$ cat config.mk
export PLATFORM = sky130hd
export DESIGN_NAME = remote_comm
export DESIGN_NICKNAME = d
export VERILOG_FILES = /design/src/rtl/remote_comm.sv
export SDC_FILE = /design/constraint.sdc
export NUM_CORES = 1
export LEC_CHECK = 0
export ABC_CLOCK_PERIOD_IN_PS = 5000
export CAP_MARGIN = 20
export CORE_ASPECT_RATIO = 0.8
export CORE_MARGIN = 3
export CORE_UTILIZATION = 40
export DETAILED_ROUTE_END_ITERATION = 10
export GPL_ROUTABILITY_DRIVEN = 0
export GPL_TIMING_DRIVEN = 1
export PLACE_DENSITY_LB_ADDON = 0.1
export SLEW_MARGIN = 40
export SYNTH_ARGS = -nofsm -noshare
export SYNTH_HDL_FRONTEND = slang
export SYNTH_SLANG_ARGS = --single-unit
$ cat constraint.sdc
create_clock -name clk -period 5 [get_ports clk]
set_input_delay 0.75 -clock clk [delete_from_list [all_inputs] [get_ports clk]]
set_output_delay 0.75 -clock clk [all_outputs]
set_load 0.02 [all_outputs]
$ cat src/rtl/remote_comm.sv
// Purpose : bench-side UART remote for the Knight's Tour robot; sends a 16-bit command as two 8N1 bytes, receives 8N1 response bytes.
// Latency : TX start bit 1 clk after an accepted send_cmd; cmd_sent 20*BAUD_DIV clks later; resp_rdy ~2 sync clks after the RX stop-bit centre.
// Backpressure: none; send_cmd is ignored while a command is in flight; no RX buffering, each good byte overwrites resp.
//
// Ports:
//   clk, rst          - rising-edge clock, asynchronous active-high reset
//   RX / TX           - serial response line in (async, idle high) / serial command line out (registered, idle high)
//   cmd, send_cmd     - 16-bit command and its one-cycle transmit request
//   cmd_sent          - high once both bytes of the last command have left the TX line
//   resp_rdy, resp    - one-cycle strobe and the last good received byte
module remote_comm #(
    parameter int BAUD_DIV = 2604
) (
    input  logic        clk,
    input  logic        rst,
    input  logic        RX,
    output logic        TX,
    input  logic [15:0] cmd,
    input  logic        send_cmd,
    output logic        cmd_sent,
    output logic        resp_rdy,
    output logic [7:0]  resp
);

    localparam int CW = $clog2(BAUD_DIV);
    localparam logic [CW-1:0] BIT_LAST  = CW'(BAUD_DIV - 1);
    localparam logic [CW-1:0] HALF_LAST = CW'(BAUD_DIV / 2 - 1);

    // ------------------------------------------------------------------
    // Command transmitter
    // ------------------------------------------------------------------
    typedef enum logic [1:0] {IDLE, SEND_HI, SEND_LO} tx_state_t;

    tx_state_t      tx_state;
    logic [15:0]    hold;
    logic [CW-1:0]  tx_cnt;
    logic [3:0]     tx_bit;     // 0 = start, 1..8 = data, 9 = stop
    logic [7:0]     tx_byte;

    assign tx_byte = (tx_state == SEND_HI) ? hold[15:8] : hold[7:0];

    always_ff @(posedge clk or posedge rst) begin
        if (rst) begin
            tx_state <= IDLE;
            hold     <= '0;
            tx_cnt   <= '0;
            tx_bit   <= '0;
            TX       <= 1'b1;
            cmd_sent <= 1'b0;
        end else begin
            case (tx_state)
                IDLE: begin
                    TX <= 1'b1;
                    if (send_cmd) begin
                        hold     <= cmd;
                        cmd_sent <= 1'b0;
                        tx_cnt   <= '0;
                        tx_bit   <= '0;
                        TX       <= 1'b0;
                        tx_state <= SEND_HI;
                    end
                end
                SEND_HI, SEND_LO: begin
                    if (tx_cnt != BIT_LAST) begin
                        tx_cnt <= tx_cnt + CW'(1);
                    end else begin
                        tx_cnt <= '0;
                        if (tx_bit == 4'd9) begin
                            tx_bit <= '0;
                            if (tx_state == SEND_HI) begin
                                // low byte's start bit follows the high byte's stop bit with no gap
                                tx_state <= SEND_LO;
                                TX       <= 1'b0;
                            end else begin
                                tx_state <= IDLE;
                                TX       <= 1'b1;
                                cmd_sent <= 1'b1;
                            end
                        end else begin
                            tx_bit <= tx_bit + 4'd1;
                            // next bit is data bit tx_bit (LSB first), or the stop bit after data bit 7
                            TX <= (tx_bit == 4'd8) ? 1'b1 : tx_byte[tx_bit[2:0]];
                        end
                    end
                end
                default: begin
                    tx_state <= IDLE;
                    TX       <= 1'b1;
                end
            endcase
        end
    end

    // ------------------------------------------------------------------
    // Response receiver
    // ------------------------------------------------------------------
    typedef enum logic [1:0] {R_IDLE, R_START, R_DATA, R_STOP} rx_state_t;

    rx_state_t      rx_state;
    logic           rx_meta, rx_sync, rx_prev;
    logic [CW-1:0]  rx_cnt;
    logic [2:0]     rx_bit;
    logic [7:0]     rx_shift;

    always_ff @(posedge clk or posedge rst) begin
        if (rst) begin
            rx_meta  <= 1'b1;
            rx_sync  <= 1'b1;
            rx_prev  <= 1'b1;
            rx_state <= R_IDLE;
            rx_cnt   <= '0;
            rx_bit   <= '0;
            rx_shift <= '0;
            resp     <= '0;
            resp_rdy <= 1'b0;
        end else begin
            rx_meta  <= RX;
            rx_sync  <= rx_meta;
            rx_prev  <= rx_sync;
            resp_rdy <= 1'b0;
            case (rx_state)
                R_IDLE: begin
                    if (rx_prev && !rx_sync) begin
                        rx_cnt   <= '0;
                        rx_state <= R_START;
                    end
                end
                R_START: begin
                    // half a bit in: still low means a real start bit, high means a glitch
                    if (rx_cnt != HALF_LAST) begin
                        rx_cnt <= rx_cnt + CW'(1);
                    end else begin
                        rx_cnt   <= '0;
                        rx_bit   <= '0;
                        rx_state <= rx_sync ? R_IDLE : R_DATA;
                    end
                end
                R_DATA: begin
                    if (rx_cnt != BIT_LAST) begin
                        rx_cnt <= rx_cnt + CW'(1);
                    end else begin
                        rx_cnt   <= '0;
                        rx_shift <= {rx_sync, rx_shift[7:1]};
                        rx_bit   <= rx_bit + 3'd1;
                        if (rx_bit == 3'd7) rx_state <= R_STOP;
                    end
                end
                R_STOP: begin
                    if (rx_cnt != BIT_LAST) begin
                        rx_cnt <= rx_cnt + CW'(1);
                    end else begin
                        rx_cnt <= '0;
                        // a low stop bit is a framing error: drop the byte silently
                        if (rx_sync) begin
                            resp     <= rx_shift;
                            resp_rdy <= 1'b1;
                        end
                        rx_state <= R_IDLE;
                    end
                end
                default: rx_state <= R_IDLE;
            endcase
        end
    end

endmodule

After elaboration in Yosys (flattened, before gate mapping)

Cells that the tools add are included.

Bits of input ports: 20
RAM bits: 0
Output and inout port bits: 11
Memories kept: 0
Bits in read-only memories: 0
Bits in latches: 0
Register bits after elaboration: 73

Div/mod/pow operators: 0
Eq/ne operators: 20
$add $sub $neg: 4
Muxes and demuxes: 43
Order comparisons: 1
Shift operators: 0
Reductions and logical operators: 17
Bitwise operators: 1
Multiply operators: 0

Operator list:

| cell                                                                  | number |
|---|---|
| 12-bit two-way mux                                                    | 5 |
| 12-bit case mux with 3 select lines                                   | 1 |
| 12-bit by 1-bit adder with 12-bit output (second input constant)      | 2 |
| 12-bit != test (second input constant)                                | 2 |
| 12-bit case mux with 2 select lines                                   | 1 |
| 2-bit two-way mux                                                     | 10 |
| 2-bit != test (second input constant)                                 | 9 |
| 1-bit two-way mux                                                     | 13 |
| 4-bit two-way mux                                                     | 3 |
| 12-bit by 11-bit != test with 1-bit output (second input constant)    | 1 |
| 3-bit AND reduction                                                   | 4 |
| 5-bit AND reduction                                                   | 2 |
| 4-bit == test (second input constant)                                 | 2 |
| 8-bit two-way mux                                                     | 1 |
| 2-bit case mux with 4 select lines                                    | 1 |
| 4-bit case mux with 2 select lines                                    | 1 |
| 2-bit == test (second input constant)                                 | 3 |
| 3-bit two-way mux                                                     | 2 |
| 3-bit case mux with 2 select lines                                    | 1 |
| 2-bit AND reduction                                                   | 3 |
| 4-bit by 1-bit adder with 4-bit output (second input constant)        | 1 |
| 2-bit by 1-bit == test with 1-bit output (second input constant)      | 2 |
| 2-bit zero test                                                       | 2 |
| 3-bit by 4-bit < comparator with 1-bit output (second input constant) | 1 |
| other kinds (10)                                                      | 13 |

Depth between registers and ports, before layout

Gate-level depths: netlist of the first run.

Depth after elaboration: 8
Gate-level depth with buffers: 8
Mapped depth without buffers: 7

Worst setup path after synthesis of the first run

No wires, ideal clock.

Path type: register -> register
Start: register rx_cnt[2]
End: register resp[0]
Path slack: 2.858 ns
Data required time: 4.875 ns
Period minus slack after synthesis: 2.142 ns
Arrival: 2.017 ns
Cell stages (with the launch flop): 7
Path buffers: 1
Setup time: 0.125 ns
Path through: dfrtp_1 > buf_6 > or4b_4 > nor3_4 > nand2_2 > nor3_4 > mux2_2

Cells in the longest elaborated chain, start to end: 3

RTL lines:

| what                          | line | RTL |
|---|---|---|
| start: declaration            | 101  | `logic [CW-1:0] rx_cnt;` |
| start signal: assignment      | 131  | `rx_cnt <= rx_cnt + CW'(1);` |
| start signal: assignment      | 140  | `rx_cnt <= rx_cnt + CW'(1);` |
| start signal: assignment      | 150  | `rx_cnt <= rx_cnt + CW'(1);` |
| 12-bit != test                | 149  | `if (rx_cnt != BIT_LAST) begin` |
| 1-bit inverter (no line)      | n/a  |  |
| 3-bit AND reduction (no line) | n/a  |  |
| end signal: assignment        | 155  | `resp <= rx_shift;` |
| end: declaration              | 22   | `output logic [7:0] resp` |

Every way passes these cells.
A chain may end at the register's enable or synchronous reset.

Final worst setup path of the first run

Start: register rx_cnt[2]
End: register resp[2]

The elaborated chain is that of the path after synthesis.

==> results of run 1 <==
[layout make-up]
type	count	area (um^2)	area share (%)
multi-input cells	233	1670	38.8
flip-flops and latches	73	1830	42.7
well taps	112	140	3.27
repair buffers	32	315	7.35
clock buffers	9	225	5.25
clock inverters	7	55.1	1.28
inverters	14	55.1	1.28
[placed cells by master, fill, tap and decap left out, types with 5 or more instances in the layout]
cell and instances:
a21oi_1 20, a22o_1 5, a31oi_1 7, and3_1 7, clkbuf_16 9, clkdlybuf4s50_1 30, dfrtp_1 69, ha_1 8
inv_1 13, mux2_2 34, nand2_1 30, nand2b_1 6, nand3_1 8, nand4_1 5, nor2_1 18, o21ai_0 14
o31ai_1 5, xor2_1 6
[worst min-delay path by stage]
stage	slack, ns	end	depth (start not counted)
6_report	0.36	rx_sync	0
5_1_grt	0.36	rx_sync	0
4_1_cts	0.36	rx_sync	0
3_5_place_dp	0.35	rx_sync	0
3_3_place_gp	0.35	rx_sync	0
2_1_floorplan	0.35	rx_sync	0
[per-stage QoR]
stage	instance area, um^2	hold slack, ns	power, mW	instances
finish	4290	0.356	2.23	480
global route	4290	0.363	2.40	480
CTS	4280	0.356	2.25	480
detailed placement	4000	0.347	1.64	464
global placement	4000	0.346	1.62	464
floorplan	3600	0.345	1.45	333
[power groups by stage]
stage	Sequential, mW	Clock [mW]	Combinational, mW
2_1_floorplan	0.826	0	0.627
3_3_place_gp	0.907	0	0.716
3_5_place_dp	0.913	0	0.729
4_1_cts	0.902	0.616	0.733
5_1_grt	0.925	0.641	0.832
6_report	0.903	0.596	0.734
[registers in the layout (all words and copies together), names as in the netlist, named ones only]
signal / cells
rx_bit: 3
rx_cnt: 12
rx_meta: 1
hold: 16
rx_sync: 1
tx_state: 2
rx_shift: 8
tx_cnt: 12
rx_state: 1
resp: 8
cmd_sent: 1
TX: 1
rx_prev: 1
resp_rdy: 1
tx_bit: 4
[logic make-up after synthesis]
kind of cell | share of synthesized area, %
XOR/XNOR | 1.46
multiplexers | 12.0
adder cells (fa/ha/maj) | 2.78
AO/OA/AOI/OAI | 13.4
AND/OR/NAND/NOR | 16.3
buffers and inverters | 3.06
flip-flops | 50.9
[layer usage]
layer  vias up  wire, um  GRT usage, %
li1       1280         -             -
met1      1262      3640          21.6
met2        33      3330          22.1
met3         5       202          4.62
met4         0        59          4.50
met5         -         0             0
[critical path, stage by stage (launching register included)]
cell and delay, ns:
dfrtp_1 0.47, or4b_4 0.60, nor3_4 0.29, nand2_2 0.12
nor3_4 0.36, mux2_2 0.39
==> summary.txt, run 1 <==
Run status
  – Status: finished, final reports clean

STA
  – RSZ-0062 raised after global routing: false
  – Final period utilization: 47.1%
  – Slew @ Worst Pin: 0.702 ns
  – Final setup fails: 0
  – Fmax: 425 MHz
  – Setup TNS: 0 ns
  – Tmin final: 2.35 ns
  – Clock skew: 0.00626 ns
  – Relative slew slack: 53.1%
  – Final Max Tran Viols: 0
  – Final Hold Fails: 0
  – Setup ws final: 2.65 ns

Worst setup path
  – Launch point of the critical path: rx_cnt[2]
  – CP Capture Type: flip-flop
  – Worst R2R Path Depth: 5
  – CP Launch Type: flip-flop
  – Critical register-to-register path endpoint: resp[2]
  – Reg2reg setup slack: 2.65 ns
  – Crit path max fanout: 9
  – Critical R2R Launch: rx_cnt[2]
  – Critical path class: reg2reg
  – Crit path DAT: 2.56 ns
  – Worst EP required: 5.21 ns
  – Crit path capture: resp[2]

Worst hold path
  – Hold Path Class: reg2reg
  – Hold path startpoint: rx_meta

Placed design
  – Port-buffer cells: 30
  – Dpl hpwl: 4990 um
  – Setup slack at placement: 2.32 ns

Power
  – Peak supply drop: 0.000329 V
  – Clock Power Share: 26.7%
  – Gate power share: 32.9%
  – P_sw: 0.822 mW
  – Internal Power: 1.41 mW
  – Power per cell area: 521 nW/um^2
  – Sw Ratio: 36.8%
  – Lkg Pwr: 1.88 nW
  – Flop pwr share: 40.5%

Global routing
  – Pin count of the biggest net entering global routing: 47
  – Global-route wire length before repair: 12600 um
  – Total track usage: 15.1%
  – Initial antenna violation count: 0
  – Number of global-route vias before repair: 2495
  – Total gr overflow: 0

Final layout
  – Fin nets: 391
  – Post-layout util: 49.7%
  – FILL cells: 821
  – Layout cells sized above 1: 17.4%
  – # diodes: 0
  – Layout area overhead: 19.2%

Die
  – Die area: 10200 um^2
  – Die Ht: 90.8 um
  – Core area: 8630 um^2
  – FP Rows: 30
  – Die Span X: 112 um
  – IO Count: 31
  – Initial Util: 41.7%

Routing
  – Via density: 5.38
  – DR iter-0 viols: 165
  – Routed WL per cell: 15.1 um
  – Final ANT Viol Nets: 0
  – Pre-antenna DRT Iters: 4
  – Detailed-route wire length: 7240 um
  – DRC: 0
  – Vias: 2580

Clocking
  – Worst-path clk slew: 0.06 ns
  – Setup repair bufs after CTS: 0
  – Clock sink count: 73
  – CTS tree: done
  – CTS root buf: clkbuf_16
  – CTS Hold Bufs: 0
  – Gates resized, CTS repair: 0
  – Num CTS Buffers: 9
  – Clock Path Buffers: 2
  – Clk_lat worst skew: 0.33 ns
  – H-tree depth: 3

Synth
  – Synth Register Bits: 73
  – Most frequent cell after synthesis: dfrtp_1
  – Post-Synthesis Net Count: 361
  – FFs w/ async S/R, synth: 100%
  – Most frequent cells after synthesis: dfrtp_1 (69), mux2_2 (34), nand2_1 (30)
  – Leading area contributor after synthesis: dfrtp_1
  – Synth Area per Inst: 10.8 um^2
  – Synth warn: 0
  – Post-Syn Area: 3600 um^2
  – Largest cells by area after synthesis: dfrtp_1 (48%), mux2_2 (11%), nand2_1 (3.1%), dfstp_2 (2.9%), a21oi_1 (2.8%)
  – Library cells used by synthesis: 51
  – Sequential element share of the synthesized area: 50.9%
  – Top FF cell, synth: dfrtp_1
  – EDFF count, synth: 0
  – Share of the synthesized area in the top cell type: 48.0%
  – Syn Inst Count: 333

Run
  – Max Cap Violations: 0
No activity file was read; power rests on OpenSTA's default activity.
==> run 2: changes to the inputs <==
- ABC_CLOCK_PERIOD_IN_PS: 5000 -> 2200
- clock period: 5 -> 2.2 ns (I/O delays scaled with it)
==> summary.txt, run 2 (synthesis results as in run 1) <==
Run status
  – Status: finished, final reports clean

Worst setup path
  – Critical R2R Launch: rx_cnt[2]
  – Crit path max fanout: 8 (-1)
  – Launch point of the critical path: rx_cnt[2]
  – Reg2reg setup slack: 0.10 ns (-2.54 ns)
  – Worst EP required: 2.41 ns (-2.80 ns)
  – Critical register-to-register path endpoint: resp[3]
  – Worst R2R Path Depth: 6 (+1)
  – CP Launch Type: flip-flop
  – Crit path capture: resp[3]
  – Crit path DAT: 2.31 ns (-0.25 ns)
  – Critical path class: reg2reg
  – CP Capture Type: flip-flop

Placed design
  – Dpl hpwl: 5000 um (+0.29%)
  – Port-buffer cells: 30 (unchanged)

Die
  – FP Rows: 30 (unchanged)
  – Die area: 10200 um^2 (unchanged)
  – Initial Util: 41.7% (unchanged)
  – Die Span X: 112 um (unchanged)
  – Die Ht: 90.8 um (unchanged)
  – IO Count: 31 (unchanged)
  – Core area: 8630 um^2 (unchanged)

STA
  – Relative slew slack: 63.8% (+11 points)
  – Final period utilization: 95.3% (+48 points)
  – Tmin final: 2.10 ns (-0.256 ns)
  – Final Max Tran Viols: 0 (unchanged)
  – Hold Slack: 0.356 ns (+0.000560 ns)
  – Slew @ Worst Pin: 0.539 ns (-0.163 ns)
  – Fmax: 477 MHz (+12%)
  – Setup TNS: 0 ns (unchanged)
  – Final setup fails: 0 (unchanged)
  – RSZ-0062 raised after global routing: false
  – Final Hold Fails: 0 (unchanged)
  – Clock skew: 0.00949 ns (+0.00323 ns)

Clocking
  – CTS Hold Bufs: 0 (unchanged)
  – Worst-path clk slew: 0.06 ns (about the same)
  – Clock Path Buffers: 2 (unchanged)
  – Gates resized, CTS repair: 0 (unchanged)
  – Clock sink count: 73 (unchanged)
  – H-tree depth: 3 (unchanged)
  – Num CTS Buffers: 9 (unchanged)
  – Setup repair bufs after CTS: 0 (unchanged)
  – Clk_lat worst skew: 0.33 ns (about the same)
  – CTS tree: done
  – CTS root buf: clkbuf_16

Final layout
  – Layout area overhead: 25.5%
  – FILL cells: 808 (-1.6%)
  – Largest register FFs: 16 (unchanged)
  – Fin nets: 406 (+3.8%)
  – Multi-input logic area: 1660 um^2 (-0.60%)
  – FF+latch area: 1830 um^2 (unchanged)
  – Regs by FF count: hold: 16 flops, rx_cnt: 12 flops, tx_cnt: 12 flops
  – Commonest non-fill, non-tap cell in the layout: dfrtp_1
  – Commonest cells after routing, fill and taps aside: dfrtp_1 (69), mux2_2 (34), nand2_1 (30), clkdlybuf4s50_1 (30), a21oi_1 (20)
  – # diodes: 0 (unchanged)
  – Layout cells sized above 1: 19.8% (+2.5 points)
  – Top reg by flops: hold

Global routing
  – Number of global-route vias before repair: 2671 (+7.1%)
  – Initial antenna violation count: 0 (unchanged)
  – Pin count of the biggest net entering global routing: 74 (+57%)
  – Total track usage: 15.1% (about the same)
  – Total gr overflow: 0 (unchanged)
  – Global-route wire length before repair: 12700 um (+1.5%)

Power
  – Peak supply drop: 0.000606 V (+84%)
  – Lkg Pwr: 2.01 nW (+7.1%)
  – Power per cell area: 1240 nW/um^2 (+140%)

Routing
  – DRC: 0 (unchanged)
  – DR iter-0 viols: 161 (-2.4%)
  – Pre-antenna DRT Iters: 4 (unchanged)
  – Detailed-route wire length: 7180 um (-0.79%)
  – Via density: 5.31 (-1.3%)
  – Vias: 2627 (+1.8%)
  – Final ANT Viol Nets: 0 (unchanged)
  – Routed WL per cell: 14.5 um (-3.8%)

Worst hold path
  – Hold Path Class: reg2reg
  – Hold path depth: 0 (unchanged)

Run
  – Max Cap Violations: 0 (unchanged)
==> run 2: worst max-delay path, cell delays in order (launching register included) <==
cell	delay, ns
dfrtp_1	0.38
or4b_4	0.56
nor3_4	0.27
nand2_2	0.11
nor3_4	0.17
buf_12	0.15
mux2_2	0.33
==> run 2: metrics by stage <==
step	cells	area [um^2]	utilization, %	setup WS (ns)	power [mW]
global route	495	4510	52.3	0.0105	5.98
floorplan	333	3600	-	0.0233	3.30
CTS	495	4510	52.3	0.0979	5.65
detailed placement	479	4160	48.2	0.105	3.90
global placement	479	4160	48.2	0.156	3.88
finish	495	4510	52.3	0.103	5.59
==> run 2: per-layer routing <==
metal  vias up  part of all wire, %  track usage [%]
li1       1315                    -                -
met1      1272                   51             21.1
met2        34                   44             22.9
met3         6                  3.4             4.29
met4         0                  1.1             4.40
met5         -                    0                0
==> run 2: power breakdown <==
part / internal, mW / switching, mW
clock network: 1.17 / 0.533
registers: 1.68 / 0.306
logic: 0.893 / 1.00
==> run 2: layout make-up <==
cell class              count  share of cell area, %
clock buffers              12                   5.68
clock inverters             4                   2.19
inverters                  14                   1.16
multi-input cells         233                   36.7
flip-flops and latches     73                   40.6
well taps                 112                   3.11
repair buffers             47                   10.6
==> run 2: how the worst min path moves through the flow <==
stage	start	end	slack [ns]
floorplan	RX	rx_meta	0.33
global placement	rx_meta	rx_sync	0.35
detailed placement	rx_meta	rx_sync	0.35
CTS	rx_meta	rx_sync	0.36
global route	rx_meta	rx_sync	0.36
finish	rx_meta	rx_sync	0.36
